## src/rtl/mux4_rr_sel_pkg.sv

```systemverilog
// Shared types for the 4-channel round-robin mux select controller.
// Channel index, FSM state and one-hot grant helper.
package mux4_pkg;

  typedef enum logic {IDLE, BUSY} state_t;

  typedef logic [1:0] ch_idx_t;

  localparam int NUM_CH = 4;

  function automatic logic [NUM_CH-1:0] onehot4(input ch_idx_t idx);
    onehot4 = 4'b0001 << idx;
  endfunction

endpackage

```

## src/rtl/mux4_rr_sel_pick.sv

```systemverilog
// Combinational round-robin picker: first requester at or after start.
// Rotate so start sits at bit 0, priority-encode, then un-rotate.
module rr_pick4
  import mux4_pkg::*;
(
  input  logic [3:0] req,
  input  ch_idx_t    start,
  output ch_idx_t    pick,
  output logic       any
);

  logic [7:0] w_dbl;
  logic [3:0] w_rot;
  ch_idx_t    w_off;

  assign w_dbl = {req, req} >> start;
  assign w_rot = w_dbl[3:0];

  // Lowest set bit of the rotated vector is the closest requester.
  always_comb begin
    w_off = 2'd0;
    priority case (1'b1)
      w_rot[0]: w_off = 2'd0;
      w_rot[1]: w_off = 2'd1;
      w_rot[2]: w_off = 2'd2;
      w_rot[3]: w_off = 2'd3;
      default:  w_off = 2'd0;
    endcase
  end

  assign pick = start + w_off;
  assign any  = |req;

endmodule

```

## src/rtl/mux4_rr_sel.sv

```systemverilog
// Round-robin select controller driving a 4:1 mux with Valid/Ack handshake.
// Define RR_ARB_BURST_EN to hold each grant for up to BURST_LEN transfers.
module mux4_rr_sel
  import mux4_pkg::*;
#(
  parameter int BURST_LEN = 4,
  parameter int CNT_W     = 3
) (
  input  logic       Clk,
  input  logic       Rst,
  input  logic [3:0] Req,
  input  logic       Ack,
  output logic       Sel1,
  output logic       Sel0,
  output logic [3:0] Grant,
  output logic       Valid
);

  if (2 ** CNT_W <= BURST_LEN) begin : g_bad_cnt_w
    $error("CNT_W too narrow for BURST_LEN");
  end

  state_t     r_state;
  ch_idx_t    r_sel;
  ch_idx_t    r_last;
  logic [3:0] r_grant;
  logic       r_valid;

  ch_idx_t    w_start;
  ch_idx_t    w_pick;
  logic       w_any;
  logic       w_hit;
  logic       w_xfer;
  logic       w_last_beat;
  logic       w_load;

  // IDLE scans after the last completed channel, BUSY after the current one.
  assign w_start = (r_state == IDLE) ? r_last + 2'd1
                                     : r_sel + 2'd1;

  rr_pick4 u_pick (
    .req   (Req),
    .start (w_start),
    .pick  (w_pick),
    .any   (w_any)
  );

  assign w_hit  = Req[r_sel];
  assign w_xfer = (r_state == BUSY) && w_hit && Ack;

`ifdef RR_ARB_BURST_EN
  logic [CNT_W-1:0] r_cnt;

  assign w_last_beat = (r_cnt == CNT_W'(BURST_LEN - 1));

  // Beats within the current grant; restarts whenever a grant is loaded.
  always_ff @(posedge Clk) begin
    if (Rst)
      r_cnt <= '0;
    else if (w_load)
      r_cnt <= '0;
    else if (w_xfer)
      r_cnt <= r_cnt + CNT_W'(1);
  end
`else
  assign w_last_beat = 1'b1;
`endif

  assign w_load = ((r_state == IDLE) && w_any)
               || (w_xfer && w_last_beat && w_any);

  // Grant FSM: select lines move only when a new grant is loaded.
  always_ff @(posedge Clk) begin
    if (Rst) begin
      r_state <= IDLE;
      r_sel   <= 2'd0;
      r_last  <= 2'd3;
      r_grant <= 4'b0000;
      r_valid <= 1'b0;
    end else begin
      unique case (r_state)
        IDLE: begin
          if (w_load) begin
            r_sel   <= w_pick;
            r_grant <= onehot4(w_pick);
            r_valid <= 1'b1;
            r_state <= BUSY;
          end
        end
        BUSY: begin
          if (!w_hit) begin
            r_grant <= 4'b0000;
            r_valid <= 1'b0;
            r_state <= IDLE;
          end else if (Ack && w_last_beat) begin
            r_last <= r_sel;
            if (w_load) begin
              r_sel   <= w_pick;
              r_grant <= onehot4(w_pick);
            end else begin
              r_grant <= 4'b0000;
              r_valid <= 1'b0;
              r_state <= IDLE;
            end
          end
        end
        default: r_state <= IDLE;
      endcase
    end
  end

  assign Sel1  = r_sel[1];
  assign Sel0  = r_sel[0];
  assign Grant = r_grant;
  assign Valid = r_valid;

endmodule

```

## config.mk

```make
export PLATFORM = sky130hd
export DESIGN_NAME = mux4_rr_sel
export DESIGN_NICKNAME = d
export VERILOG_FILES = /design/src/rtl/mux4_rr_sel_pkg.sv /design/src/rtl/mux4_rr_sel_pick.sv /design/src/rtl/mux4_rr_sel.sv
export SDC_FILE = /design/constraint.sdc
export NUM_CORES = 1
export LEC_CHECK = 0
export CAP_MARGIN = 10
export CORE_MARGIN = 2
export CORE_UTILIZATION = 49
export CTS_CLUSTER_DIAMETER = 80
export DETAILED_ROUTE_END_ITERATION = 8
export PLACE_DENSITY = 0.81
export SETUP_SLACK_MARGIN = 0.15
export SYNTH_ARGS = -nofsm -noshare
export SYNTH_HDL_FRONTEND = slang
export SYNTH_HIERARCHICAL = 1
export SYNTH_SLANG_ARGS = --single-unit
```

## constraint.sdc

```tcl
create_clock -name Clk -period 3.2 [get_ports Clk]
set_input_delay 0.8 -clock Clk [delete_from_list [all_inputs] [get_ports Clk]]
set_output_delay 0.8 -clock Clk [all_outputs]
set_load 0.01 [all_outputs]
```

==> results.md <==
- The flow ran to the end, and the final reports show no timing, DRC or antenna violations.
- The combined area of all synthesized cells is 693 um^2.
- The worst setup path is captured at a flop.
- The die height is roughly 42 um.
- For hold timing, the worst endpoint is Grant[1].
- For this block, the routed nets add up to 1.59 mm of wire.
- The count of standard-cell rows is 13.
- The clock net sink count is 10.
- The share of synthesized area in the top cell type comes to 0.289.
- The wire-length estimate of the detail-placed layout is 1.09 mm.
- For this block, the initial DRC count from the detailed router was 24.
- On the critical path, the stage with the largest delay is an instance of dfxtp_1.
- The leftover overflow at the end of global routing is 0.
- For the worst setup path, the data required time is between 3 and 4 ns.
- Of all nets on the critical path, the largest fanout is 10.
- Once the clock tree was built, the resizer swapped 0 gates to a different size.
- Synthesis instantiated 30 different standard cells from the library.
- Clock tree synthesis inserted a total of 3 buffers.
- The clock latency on the worst-skew pair is around 0.27 ns.
- Setup repair after global routing left no endpoint under its margin.
- The type of the worst setup path is flop to flop.
- After synthesis, the cell types taking the most area are dfxtp_1 (29%), mux2i_1 (8.7%), a32o_1 (7.2%).
- In this design, the critical path's most frequently occurring cell is xor2_1.
- The worst reg-to-reg setup slack is approximately 0.57 ns.
- The minimum setup slack after placement is around 0.34 ns.
- The count of buffers added on input and output ports is 13.
- The number of antenna violations at the first check in global routing is 0.
- Between clock sinks in the finished design, the worst skew comes to roughly 0.0015 ns.
- The endpoint of the worst register-to-register path is Grant[3].
- The register bit count reported by yosys is 10.
- Of the available clock period, the critical path in the final layout requires 0.823.
- The first-pass iteration count of the detailed router is 4.
- CTS built an H-tree with a depth of 1.
- Using the TritonRoute via totals, the vias-per-cell ratio works out to approximately 6.1.
- The achievable clock frequency is approximately 380 MHz.
- In this run the tightest slew margin relative to its limit is 0.603.
- The final hold violation count is 0.
- The post-synthesis sequential area ratio is 0.289.
- For the pin with the worst max-slew slack, the measured transition is about 0.59 ns.
- The final total negative setup slack is 0 ns.
- The die area is approximately 1700 um^2.
- After detailed routing, the number of remaining DRC violations is 0.
- The synthesis-to-finish area growth is 26.2%.
- 0 antenna diodes ended up in the layout.
- The instance count of the mapped netlist is 85.
- The post-CTS setup buffer count is 0.
- The wire length of the first global-routing pass is 2.74 mm.
- The via count of the first global-routing pass is between 600 and 700.
- The largest net degree at the start of global routing is 11.
- The final setup slack of the worst path is 0.567 ns.
- Summing over every cut layer, the via total after detailed routing is between 700 and 800.
- After the last flow step, the layout net total stands at between 100 and 150.
- The x dimension of the die is 41.6 um.
- Of all cell types, the one taking the most synthesized area is dfxtp_1.
- Counting every net in the synthesized netlist gives 93.
- On the worst path, the slowest cell contributes a delay of around 0.54 ns.
- Routability-driven placement finished with a final weighted congestion of 0.807.
- For this design the static power due to leakage is 0.351 nW.
- The clock period could shrink to between 2 and 3 ns.
- At the worst endpoint, the arrival time is roughly 2.8 ns.
- The reg-to-reg startpoint is r_state.
- The signal on the critical path passes through mux2i_1 -> xor2_1 -> o21ai_0 -> o211ai_1 -> ha_1 -> xor2_1 -> xnor2_1 -> buf_4 -> a32o_1.
- The number of max-capacitance violations reported is 0.
- After detailed placement, the design holds a cell count of 111.
- The routed length per placed instance is ~14 um.
- The layout cell share with drive strength beyond 1 is 0.110.
- After clock tree synthesis, the clock-pin slew on the worst setup and hold paths is about 0.070 ns.
- Setup violations remaining at the end of the flow were counted as 0.
- Each instance of the synthesized netlist takes up on average around 8.2 um^2.
- The number of primary I/O pins is 14.
- The path class of the tightest hold or removal check is flop to flop.
- The element type at the critical path start is a flop.
- Hold repair after CTS inserted 0 buffers.
- The cell count of the worst reg-to-reg path is 9.
- The core box area is 1320 um^2.
- The number of pins exceeding their max-slew limit in the final report is 0.
- The final non-filler cell total is between 100 and 150.
- In this run the most critical hold path is launched from Grant[1].
- The library cell used most frequently in the layout, excluding fill and tap cells, is clkdlybuf4s50_1.
- The CTS tree is yes.
- The starting density of the core is 0.526.
- The yosys synthesis warning count is 6.
- The areal power density over the cells is 854 nW/um^2.
- The count of nets left with antenna violations once routing finished came out at 0.
- Clock tree synthesis selected as its root buffer the cell clkbuf_4.
- No sink is reached through more buffers than the 2 on the longest clock path.
- The cell family contributing the most delay on the critical path is XOR/XNOR gates.
- Together, buffers and inverters on the worst path number 1.
- The number of cells on the worst hold path is 1.
- IR analysis of the VDD net gives a maximum drop of 0.565 mV.
- The total global-route track usage is 0.201.
- In the layout the commonest cells are clkdlybuf4s50_1 (13), dfxtp_1 (10), nand2_1 (8), nor2_1 (8).
==> registers in the layout, summed over array words and instances (netlist names) <==
signal and cells:
r_sel 2, Grant 4, r_last 2, Valid 1, r_state 1
==> where the power goes <==
part	total, mW	switching [mW]	internal, mW
Combinational	0.416	0.197	0.219
Clock	0.118	0.0491	0.0691
Sequential	0.212	0.0436	0.169
==> worst reg2reg max path, cell delays in order (launching register included) <==
cell      delay [ns]
dfxtp_1         0.54
mux2i_1         0.30
xor2_1          0.52
o21ai_0         0.19
o211ai_1        0.13
ha_1            0.19
xor2_1          0.18
xnor2_1         0.11
buf_4           0.15
a32o_1          0.20
==> per-layer routing <==
metal / vias to the layer above / global-route usage / share of wire
li1: 348 / - / -
met4: 0 / 0.0581 / 0.010
met1: 335 / 0.258 / 0.48
met5: - / 0 / 0
met2: 20 / 0.331 / 0.47
met3: 2 / 0.0522 / 0.038
==> worst max path at each step <==
stage | startpoint | end | cells past startpoint
final | r_state | Grant[3] | 9
after global routing | r_state | Grant[3] | 9
after CTS | r_state | Grant[3] | 9
after detailed placement | Req[2] | Grant[2] | 10
after global placement | Req[2] | Grant[2] | 10
after floorplan | r_state | Grant[0] | 10
==> stage by stage <==
step	utilization	total power, mW	hold WS (ns)	area (um^2)
3_3_place_gp	0.636	0.618	0.459	838
2_1_floorplan	-	0.471	0.480	693
3_5_place_dp	0.636	0.626	0.456	838
4_1_cts	0.664	0.746	0.478	875
6_report	0.664	0.746	0.472	875
5_1_grt	0.664	0.798	0.500	875
==> cells in the mapped netlist, drive strengths merged <==
cell type,number
a2111oi,1
a211o,1
a211oi,2
a21oi,5
a22o,1
a31oi,1
a32o,5
and2,1
and3b,1
buf,1
clkbuf,3
dfxtp,10
ha,1
inv,4
mux2,1
mux2i,6
nand2,8
nand2b,2
nand3b,1
nor2,8
nor2b,2
nor3,3
nor3b,3
nor4,2
o211ai,1
o21ai,6
o221ai,1
or3,1
xnor2,1
xor2,2
==> kinds of logic after synthesis <==
| logic type | after synthesis | share of synthesized area |
|---|---|---|
| fa+ha+maj | 1 | 0.0180 |
| mux | 7 | 0.108 |
| simple gates | 32 | 0.244 |
| compound gates | 24 | 0.255 |
| xor+xnor | 3 | 0.0379 |
| flops | 10 | 0.289 |
| buf+inv | 8 | 0.0487 |
==> layout make-up <==
type / count / area (um^2)
multi-input cells: 67 / 459
clock buffers: 4 / 36.3
fillers: 118 / 443
inverters: 4 / 15.0
repair buffers: 15 / 145
flip-flops and latches: 10 / 200
well taps: 15 / 18.8
Note: power is estimated with default switching activity, not from simulation.
==> RTL edit, RTL diff (same settings) <==
Build with the macro `RR_ARB_BURST_EN` defined.
--- a/src/rtl/mux4_rr_sel.sv
+++ b/src/rtl/mux4_rr_sel.sv
@@ -1,5 +1,7 @@
 // Round-robin select controller driving a 4:1 mux with Valid/Ack handshake.
 // Define RR_ARB_BURST_EN to hold each grant for up to BURST_LEN transfers.
+`define RR_ARB_BURST_EN
+
 module mux4_rr_sel
   import mux4_pkg::*;
 #(
Check against the original RTL: not equivalent (Yosys sat finds a counterexample within 4 cycles, from zero or initial values and one cycle with Rst high).
==> RTL edit against the original RTL <==
Cell area is 16% higher. Wire length is 12% higher. Non-clock buffer count is 1 lower. Critical path depth is 1 higher. Total power is 10% lower. Synthesized area is 25% higher. Worst setup slack worse by 150 ps. Clock skew hardly changed. Sequential cell count is 3 higher. Critical endpoint is now Grant[0]. Largest cell class unchanged. Highest routed layer unchanged.
==> RTL edit: results <==
[status]
outcome = "finished, final reports clean"

[global_routing]
track_usage = 0.187
gr-usage-met3 = 0.0397
gr-usage-met1 = 0.241
grt_pass1_wl_um = 2850
grt_pass1_vias = 665
grt_max_degree = 14
gr-usage-met2 = 0.303
antenna_found_initial = 0

[layout]
antenna_cells = 0
n_fill_cell = 149
layout-drive-gt1-share = 0.0721
final_cell_count_no_fill = 128
largest_reg_flops = 4

[placement]
place_area_um2 = 987
io_buffers = 13
dp.final_hpwl_um = 1250
placedCellCount = 124
globalplace.congestion = 0.735

[logic_synthesis]
synthTopCellsByArea = "dfxtp_1 30%, mux2i_1 9.2%, ha_1 4.3%"
synth_warnings = 6
ys_top_cells_by_count = "13 x dfxtp_1, 8 x mux2i_1, 7 x nor2_1, 6 x nand2_1, 5 x inv_1"
synthFlopType = "dfxtp_1"
yosysUniqueCellTypes = 39
syn_nets = 108
async_flop_share = 0
ys_seq_area_frac = 0.301
avgSynthCellArea_um2 = 8.84

[clock_tree]
clk_latency_ps = 270
cts-root-buf = "clkbuf_4"
htree_levels = 1
ctsResizeCount = 0
postCtsSetupBuffers = 0
clk_path_buf_depth = 2
numCtsBuffers = 3
clk_pin_slew_worst_paths_ps = 80

[power]
vdd_ir_drop_max_mv = 0.383
leakagePower_nw = 0.390

[worst_setup_path]
cpMaxStageDelayCell = "clkdlybuf4s50_1"
cp_slowest_stage_delay_ps = 570
critPathMaxFanout = 9
reg2reg_slack_ps = 500
critical_path_arrival_ps = 2950
critPathTopFamily = "buffers and inverters"

[route]
dr_total_vias = 765
dr.first_iter.drc_count = 23
first_pass_iters = 4
drt-total-wl_um = 1770

[sta]
whs_ps = 482
finalClockSkew_ps = 1.30
slew_headroom = 0.638

[hold_path]
hp-class = "reg2reg"
RTL edit: logic make-up (layout without fill, tap and decap cells):
kind of cell,after synthesis,count (layout),synth area share
compound gates,23,23,0.215
xor+xnor,3,3,0.0304
fa+ha+maj,3,3,0.0434
buf+inv,11,24,0.0694
flops,13,13,0.301
mux,9,9,0.118
simple gates,36,36,0.223
RTL edit: through the flow:
step	util	setup WS, ps
4_1_cts	0.600	441
3_5_place_dp	0.584	169
2_1_floorplan	-	722
3_3_place_gp	0.584	229
6_report	0.600	418
5_1_grt	0.600	277
RTL edit: worst min-delay path: stages (launching register included):
cell and delay, ps:
dfxtp_1 320, inv_1 50, a221oi_1 70
RTL edit: metal layers:
| layer | part of all wire | wire length, um |
|---|---|---|
| met1 | 0.49 | 859 |
| met2 | 0.46 | 813 |
| met3 | 0.051 | 91 |
| met4 | 0.0023 | 4 |
| met5 | 0 | 0 |
RTL edit: layout make-up:
| cell class | count | area (um^2) | area share |
|---|---|---|---|
| repair buffers | 14 | 138 | 0.136 |
| well taps | 17 | 21.3 | 0.0210 |
| multi-input cells | 74 | 546 | 0.538 |
| clock buffers | 4 | 26.3 | 0.0259 |
| inverters | 6 | 22.5 | 0.0222 |
| flip-flops and latches | 13 | 260 | 0.257 |
RTL edit: worst paths after layout:
| check | end | from | depth (start not counted) |
|---|---|---|---|
| worst max-delay path | Grant[0] | Req[2] | 10 |
| worst max register to register | Grant[0] | r_state | 9 |
| worst min register to register | Valid | Valid | 2 |
| worst min-delay path | Valid | Valid | 2 |
RTL edit: report_power, final:
part           leakage (nW)  switching [mW]  internal [mW]
clock network        0.0150          0.0510         0.0483
logic                 0.269           0.169          0.163
registers             0.106          0.0409          0.196
